--- src/rtl/add_arb_pkg.sv ---
// Shared types and helpers for the round-robin shared-adder arbiter.
// Optional signed-overflow flag is enabled with `define ADD_ARB_OVF_EN.
package add_arb_pkg;

    localparam int WIDTH_DEFAULT = 32;

    typedef enum logic {
        IDLE = 1'b0,
        BUSY = 1'b1
    } add_arb_state_t;

    // One-hot to binary index; supports up to 8 requesters, returns 0 for an empty vector.
    function automatic logic [2:0] onehot_idx(input logic [7:0] oh);
        onehot_idx = '0;
        for (int i = 0; i < 8; i++) begin
            if (oh[i]) onehot_idx = 3'(i);
        end
    endfunction

endpackage

--- src/rtl/rr_arbiter.sv ---
// Combinational round-robin picker: first set request at or after i_ptr, wrapping.
// Implemented as rotate -> priority pick -> rotate back, so no modulo arithmetic is needed.
module rr_arbiter
    import add_arb_pkg::*;
#(
    parameter int NUM_REQ = 4,
    parameter int ID_W    = 2
) (
    input  logic [NUM_REQ-1:0] i_req,
    input  logic [ID_W-1:0]    i_ptr,
    input  logic               i_en,
    output logic [NUM_REQ-1:0] o_gnt,
    output logic [ID_W-1:0]    o_idx,
    output logic               o_any
);

    logic [NUM_REQ-1:0] w_rot;
    logic [NUM_REQ-1:0] w_rgnt;
    logic [NUM_REQ-1:0] w_back;
    logic               w_hit;

    always_comb begin
        w_rot  = NUM_REQ'({i_req, i_req} >> i_ptr);
        w_rgnt = '0;
        w_hit  = 1'b0;
        for (int k = 0; k < NUM_REQ; k++) begin
            if (!w_hit && w_rot[k]) begin
                w_rgnt[k] = 1'b1;
                w_hit     = 1'b1;
            end
        end
        // Undo the rotation: shifting the doubled vector right by N-ptr is a left rotate by ptr.
        w_back = NUM_REQ'({w_rgnt, w_rgnt} >> (NUM_REQ - int'(i_ptr)));
        o_gnt  = i_en ? w_back : '0;
    end

    assign o_idx = ID_W'(onehot_idx(8'(o_gnt)));
    assign o_any = |o_gnt;

endmodule

--- src/rtl/add_arbiter.sv ---
// Shares one WIDTH-bit adder among NUM_REQ requesters with round-robin grant and a registered,
// ID-tagged result on a valid/ready channel. Define ADD_ARB_OVF_EN to add the res_ovf output.
module add_arbiter
    import add_arb_pkg::*;
#(
    parameter int NUM_REQ = 4,
    parameter int WIDTH   = WIDTH_DEFAULT,
    parameter int ID_W    = 2
) (
    input  logic                     clk,
    input  logic                     rst_n,
    input  logic [NUM_REQ-1:0]       req_valid,
    input  logic [NUM_REQ*WIDTH-1:0] req_a,
    input  logic [NUM_REQ*WIDTH-1:0] req_b,
    output logic [NUM_REQ-1:0]       req_ready,
    output logic                     res_valid,
    output logic [WIDTH-1:0]         res_sum,
    output logic [ID_W-1:0]          res_id,
    input  logic                     res_ready,
`ifdef ADD_ARB_OVF_EN
    output logic                     res_ovf,
`endif
    output logic                     busy
);

    add_arb_state_t                  r_state;
    logic [ID_W-1:0]                 r_ptr;
    logic [WIDTH-1:0]                r_sum;
    logic [ID_W-1:0]                 r_id;

    logic                            w_en;
    logic                            w_any;
    logic [ID_W-1:0]                 w_gidx;
    logic [ID_W-1:0]                 w_ptr_nxt;
    logic [NUM_REQ-1:0][WIDTH-1:0]   w_a_vec;
    logic [NUM_REQ-1:0][WIDTH-1:0]   w_b_vec;
    logic [WIDTH-1:0]                w_a;
    logic [WIDTH-1:0]                w_b;
    logic [WIDTH-1:0]                w_sum;

    // Reset gates the grant so no requester sees a handshake while the block is held in reset.
    assign w_en = rst_n & ((r_state == IDLE) | res_ready);

    rr_arbiter #(
        .NUM_REQ (NUM_REQ),
        .ID_W    (ID_W)
    ) u_rr (
        .i_req (req_valid),
        .i_ptr (r_ptr),
        .i_en  (w_en),
        .o_gnt (req_ready),
        .o_idx (w_gidx),
        .o_any (w_any)
    );

    assign w_a_vec   = req_a;
    assign w_b_vec   = req_b;
    assign w_a       = w_a_vec[w_gidx];
    assign w_b       = w_b_vec[w_gidx];
    assign w_sum     = w_a + w_b;
    assign w_ptr_nxt = (w_gidx == ID_W'(NUM_REQ - 1)) ? '0 : w_gidx + ID_W'(1);

    always_ff @(posedge clk) begin
        if (!rst_n) begin
            r_state <= IDLE;
            r_ptr   <= '0;
            r_sum   <= '0;
            r_id    <= '0;
        end else if (w_any) begin
            r_state <= BUSY;
            r_ptr   <= w_ptr_nxt;
            r_sum   <= w_sum;
            r_id    <= w_gidx;
        end else if (res_ready) begin
            r_state <= IDLE;
        end
    end

`ifdef ADD_ARB_OVF_EN
    logic r_ovf;
    logic w_ovf;

    assign w_ovf = (w_a[WIDTH-1] == w_b[WIDTH-1]) && (w_sum[WIDTH-1] != w_a[WIDTH-1]);

    always_ff @(posedge clk) begin
        if (!rst_n) begin
            r_ovf <= 1'b0;
        end else if (w_any) begin
            r_ovf <= w_ovf;
        end
    end

    assign res_ovf = r_ovf;
`endif

    assign res_valid = (r_state == BUSY);
    assign busy      = (r_state == BUSY);
    assign res_sum   = r_sum;
    assign res_id    = r_id;

endmodule

--- config.mk ---
export PLATFORM = sky130hd
export DESIGN_NAME = add_arbiter
export DESIGN_NICKNAME = d
export VERILOG_FILES = /design/src/rtl/add_arb_pkg.sv /design/src/rtl/rr_arbiter.sv /design/src/rtl/add_arbiter.sv
export SDC_FILE = /design/constraint.sdc
export NUM_CORES = 1
export LEC_CHECK = 0
export CAP_MARGIN = 20
export CORE_UTILIZATION = 35
export CTS_BUF_LIST = sky130_fd_sc_hd__clkbuf_8
export CTS_CLUSTER_SIZE = 16
export DETAILED_ROUTE_END_ITERATION = 16
export PLACE_DENSITY = 0.9
export SETUP_SLACK_MARGIN = 0.4
export SLEW_MARGIN = 20
export SYNTH_ARGS = -nofsm -noshare
export SYNTH_HDL_FRONTEND = slang
export SYNTH_SLANG_ARGS = --single-unit
export TNS_END_PERCENT = 100
--- constraint.sdc ---
create_clock -name clk -period 5.4 [get_ports clk]
set_clock_uncertainty 0.15 [all_clocks]
set_input_delay 1.35 -clock clk [delete_from_list [all_inputs] [get_ports clk]]
set_output_delay 1.35 -clock clk [all_outputs]
set_load 0.02 [all_outputs]
Word level (Yosys, flattened, before mapping)
Cells that the tools add are included.
- register bits after elaboration: 37
- bits in latches: 0
- RAM bits: 0
- bits in read-only memories: 0
- output and inout port bits: 40
- memories kept: 0
- add/subtract/negate cells: 3
- multipliers: 0
- divide/modulo/power cells: 0
- magnitude comparators: 1
- equality and inequality tests: 1
- shift operators: 2
- muxes and demuxes: 17
- bitwise operators: 3
- reductions and logical operators: 8
- operator list (kind ; number):
    $bmux 32 s2 ; 2
    $mux 32 ; 2
    $add 32x32->32 ; 1
    $shr 8x32->4 ; 1
    $mux 1 ; 9
    $shr 8x2->4 ; 1
    $mux 2 ; 3
    $mux 4 ; 1
    $reduce_or 4->1 ; 1
    $sub 3x2->4 const A ; 1
    $logic_and 1x1->1 ; 3
    $logic_not 1->1 ; 3
    $lt 2x3->1 const B ; 1
    $add 2x1->2 const B ; 1
    $eq 2x2->1 const B ; 1
    $reduce_bool 2->1 ; 1
    $and 1x1->1 ; 1
    $not 1->1 ; 1
    $or 1x1->1 ; 1

Depth between registers and ports, before layout
- depth in word-level cells: 19
- gate-level depth with buffers: 23
- gate-level depth less buffers: 19

Cells and area by module
A second synthesis with hierarchy kept.
- cells, all modules: 519
- area, all modules: 4979.8 um^2
- by module, submodules not included (module ; instances ; cells each ; area an instance (um^2) ; sequential area each (um^2)):
    add_arbiter ; 1 ; 470 ; 4634.4 ; 740.7
    rr_arbiter ; 1 ; 49 ; 345.3 ; 0.0

Worst setup path before layout
OpenSTA, ideal clock, no wires.
- path kind: input -> register
- from: input port req_valid[1]
- to: register r_sum[30], in the netlist res_sum[30]
- setup time: 0.074 ns
- data arrival time: 5.597 ns
- data required time: 5.176 ns
- setup slack: -0.422 ns
- cell stages on the path: 21
- buffers on the path: 4
- path through: buf_2 > or3b_4 > a2111oi_4 > nor3b_1 > or3_1 > buf_6 > clkbuf_1 > clkbuf_1 > nand2_1 > a32oi_1 > ha_1 > fa_1 > a211oi_1 > o21ai_0 > nand3_1 > a21oi_1 > o2111a_1 > a211o_1 > nand3_1 > mux2_2 > o21ai_0
- cells in the longest elaborated chain, start to end: 19
- elaborated cells on any way between the ends: 24
- classes of those cells: 1 x add/sub; 2 x shift; 14 x mux; 7 x reduce/logical
- RTL lines (element ; line ; text):
    from (decl) ; add_arbiter.sv:12 ; input logic [NUM_REQ-1:0] req_valid,
    $shr 8x2->4 (*) ; rr_arbiter.sv:23 ; w_rot = NUM_REQ'({i_req, i_req} >> i_ptr);
    $mux 1 ; rr_arbiter.sv:27 ; if (!w_hit && w_rot[k]) begin
    $logic_not 1->1 ; rr_arbiter.sv:27 ;
    $logic_and 1x1->1 ; rr_arbiter.sv:27 ;
    $mux 1 ; rr_arbiter.sv:27 ;
    $logic_not 1->1 ; rr_arbiter.sv:27 ;
    $logic_and 1x1->1 ; rr_arbiter.sv:27 ;
    $mux 1 ; rr_arbiter.sv:27 ;
    (+2 left out) ; -- ;
    $mux 1 ; rr_arbiter.sv:27 ;
    $shr 8x32->4 (*) ; rr_arbiter.sv:33 ; w_back = NUM_REQ'({w_rgnt, w_rgnt} >> (NUM_REQ - int'(i_ptr)));
    $mux 4 (*) ; rr_arbiter.sv:34 ; o_gnt = i_en ? w_back : '0;
    $mux 1 ; add_arb_pkg.sv:16 ; if (oh[i]) onehot_idx = 3'(i);
    $mux 2 (2 in a row) ; add_arb_pkg.sv:16 ;
    $bmux 32 s2, on equally long branches ; add_arbiter.sv:58, add_arbiter.sv:59 ;
    $mux 32, on equally long branches ; add_arbiter.sv:58, add_arbiter.sv:59 ;
    $add 32x32->32 ; add_arbiter.sv:60 ; assign w_sum = w_a + w_b;
    to (signal assigned) ; add_arbiter.sv:72 ; r_sum <= w_sum;
    to (decl) ; add_arbiter.sv:28 ; logic [WIDTH-1:0] r_sum;
Mark *: on every way between the ends. The rest lies on a longest branch, timed or not. The select of a mux whose other input is x is not followed.
A chain may end at the register's enable or synchronous reset.

Final worst setup path
- from: input port req_valid[1]
- to: register r_sum[16], in the netlist res_sum[16]
Same word-level chain as after synthesis.

==> qor.txt <==
status = finished, violations left
failing checks = setup timing
commonest non-fill, non-tap cells in the layout = clkdlybuf4s50_1 (294), nand2_1 (200), buf_4 (136)
Pins Over Slew Limit = 0
routed wire length = 26.7 mm
Syn Inst Count = 752
nets@finish = 1,459
Detail Placement HPWL = 18.9 mm
crit path buf inv count = 10
Die Ht = 121 um
Filler cells = 985
Worst path slowest cell = a2111oi_4
Main synth FF type = dfxtp_1
vias in the first global route = 7,881
post-synthesis register bit count = 37
mean post-synth cell area = 6.54 sq um
Multi-input gate area = 0.00444 sq mm
ANT nets after route = 0
setup slack after layout = -197 ps
Setup crit end kind = flop
initial antenna violation count = 1
Slew headroom = 0.407
Initial Utilization = 0.366
dpl cell area = 0.00900 sq mm
CP dominant cell by count = buf_4
crit-path max cell delay = 460 ps
Ports = 303
min Tclk post-route = 5600 ps
CTS Buffer Depth = 2
clk root buf = clkbuf_8
Synth Cell Area = 0.00492 sq mm
most common cell after layout, fill and taps aside = clkdlybuf4s50_1
pin count of the biggest net entering global routing = 51
leakage power total = 4.05 nW
drt wl/cell = 19.9 um
worst hold slack = 312 ps
fmax = 179 MHz
Crit path required time = 5440 ps
CTS tree = yes
Worst-Margin Slew = 890 ps
Post-synth EDFFs = 0
Area Growth Syn to Fin = 102%
final period utilization = 1.04
Global Route Usage Sum = 0.334
HP Class = reg -> reg
clk_lat worst skew = 300 ps
Pwr Density = 839 mW/mm^2
die area = 0.0145 sq mm
synthesized net count = 1,048
Critical Path Start Type = input pin
layout cell share with drive strength beyond 1 = 0.226
CP Class = in -> reg
TritonRoute pass-1 iters = 6
Worst Path Arrival = 5640 ps
FF/Latch Area = 741 sq um
DIE WIDTH = 121 um
Synth cell types = 61
first-pass GRT wire length = 38.5 mm
Fin. Hold Viols = 0
clock sinks = 37
DR vias/cell = 5.88
Port-buffer cells = 302
overflow left after global routing = 0
# rows = 42
Num CTS Buffers = 5
MaxCap Viol Count = 0
Final Cell Area = 0.00996 sq mm
H-tree depth = 2
Iter 0 DRT Violations = 428
worst vdd ir = 0.414 mV
Final Setup Violations = 15
GPL Wtd Cong = 0.932
Remaining DRCs = 0
maximum fanout along the worst path = 7
yosys warns = 0
clock-pin slew on the worst setup and hold paths = 80 ps
register area share after synthesis = 0.151
core area = 0.0135 sq mm
Async SR Flop Fraction = 0
RSZ-0062 raised after global routing = yes
via count = 7,886
total negative slack = -1460 ps
CP top delay family = compound AO/OA/AOI/OAI gates
## timing repair
item | CTS | global route
cloned | 2 | 0
setup endpoints to repair | 31 | 29
buffers inserted | 31 | 7
hold buffers | 0 | 0
pin swaps | 61 | 30
resized for setup | 88 | 48
## power by group
part	internal [W]	switching [W]
Combinational	0.00376	0.00392
Sequential	0.000383	0.0000747
Clock	0.000104	0.000107
## metal layers
layer	global-route usage	vias up	wire (um)
met2	0.630	504	13300
met4	0.180	0	1490
met5	0	-	0
met3	0.0557	108	2370
met1	0.349	3691	9490
li1	-	3583	-
## worst register-to-register path, delay by kind of cell, from the launching register on
family	cells	cell delay, ps
AOI/OAI and AO/OA	8	1730
xor gates and xnor gates	1	170
adders and majority gates	1	210
buffers and inverters	9	1190
DFF	1	780
and+or+nand+nor	6	780
## final timing paths
kind / slack (ps) / endpoint / from / cells past startpoint
hold reg to reg: 310 / res_sum[15]$_SDFFE_PN0P_ / res_sum[15]$_SDFFE_PN0P_ / 2
hold / removal: 310 / res_sum[15]$_SDFFE_PN0P_ / res_sum[15]$_SDFFE_PN0P_ / 2
setup reg to reg: 280 / res_sum[16]$_SDFFE_PN0P_ / r_ptr[1]$_SDFFE_PN0P_ / 25
setup / recovery: -200 / res_sum[16]$_SDFFE_PN0P_ / req_valid[1] / 26
## kinds of logic (layout without fill, tap and decap cells)
| logic type | after synthesis | count (layout) | share of synthesized area |
|---|---|---|---|
| xor+xnor | 23 | 23 | 0.0410 |
| other cells | 0 | 1 | 0 |
| mux | 3 | 3 | 0.00636 |
| compound gates | 291 | 291 | 0.393 |
| buf+inv | 67 | 479 | 0.0595 |
| simple gates | 298 | 298 | 0.264 |
| fa+ha+maj | 33 | 33 | 0.0855 |
| flops | 37 | 37 | 0.151 |
## registers in the layout (all words and copies together), names as in the netlist
| register | flops |
|---|---|
| r_ptr | 2 |
| res_sum | 32 |
| busy | 1 |
| res_id | 2 |
## synth_stat cells (all sizes together) (2+ instances only)
master  number  area (sq um)
a311oi       2          17.5
nor3         7          35.0
nor2        28           108
nor3b        3          22.5
dfxtp       37           741
and2        11          68.8
a21o        16           120
a211oi       4          30.0
o31ai        8          60.1
o32a         2          32.5
a211o        3          26.3
o21bai       3          22.5
o211a        3          30.0
or3          3          18.8
a21boi      15           113
ha          32           400
and3         7          43.8
nand3b       3          22.5
nand2b       6          37.5
a31oi        5          31.3
clkbuf      38           143
o21ai       86           434
a221oi       2          17.5
clkinv       2          13.8
xor2         9          78.8
o21a         7          52.6
a32oi       49           429
nand2      201           754
buf         19           106
inv          8          30.0
o22ai       33           206
mux2i        2          20.0
xnor2       14           123
or2          3          18.8
nand3       12          60.1
nor2b        6          37.5
a21oi       47           235
and4         2          17.5
## area by class of cell
type / count / share of cell area
well taps: 176 / 0.0221
inverters: 10 / 0.00478
clock buffers: 6 / 0.00829
repair buffers: 461 / 0.443
diodes: 1 / 0.000251
clock inverters: 2 / 0.00138
multi-input cells: 648 / 0.446
flip-flops and latches: 37 / 0.0744
## through the flow
stage               power (W)  worst slack (ps)   util  instances
finish                0.00835              -197  0.740       1341
global route          0.00890              -377  0.740       1341
CTS                   0.00751              37.8  0.719       1333
detailed placement    0.00660              -777  0.669       1292
global placement      0.00648              -627  0.669       1292
floorplan             0.00423              -115      -        752
Power figures use the tool's default switching activity.
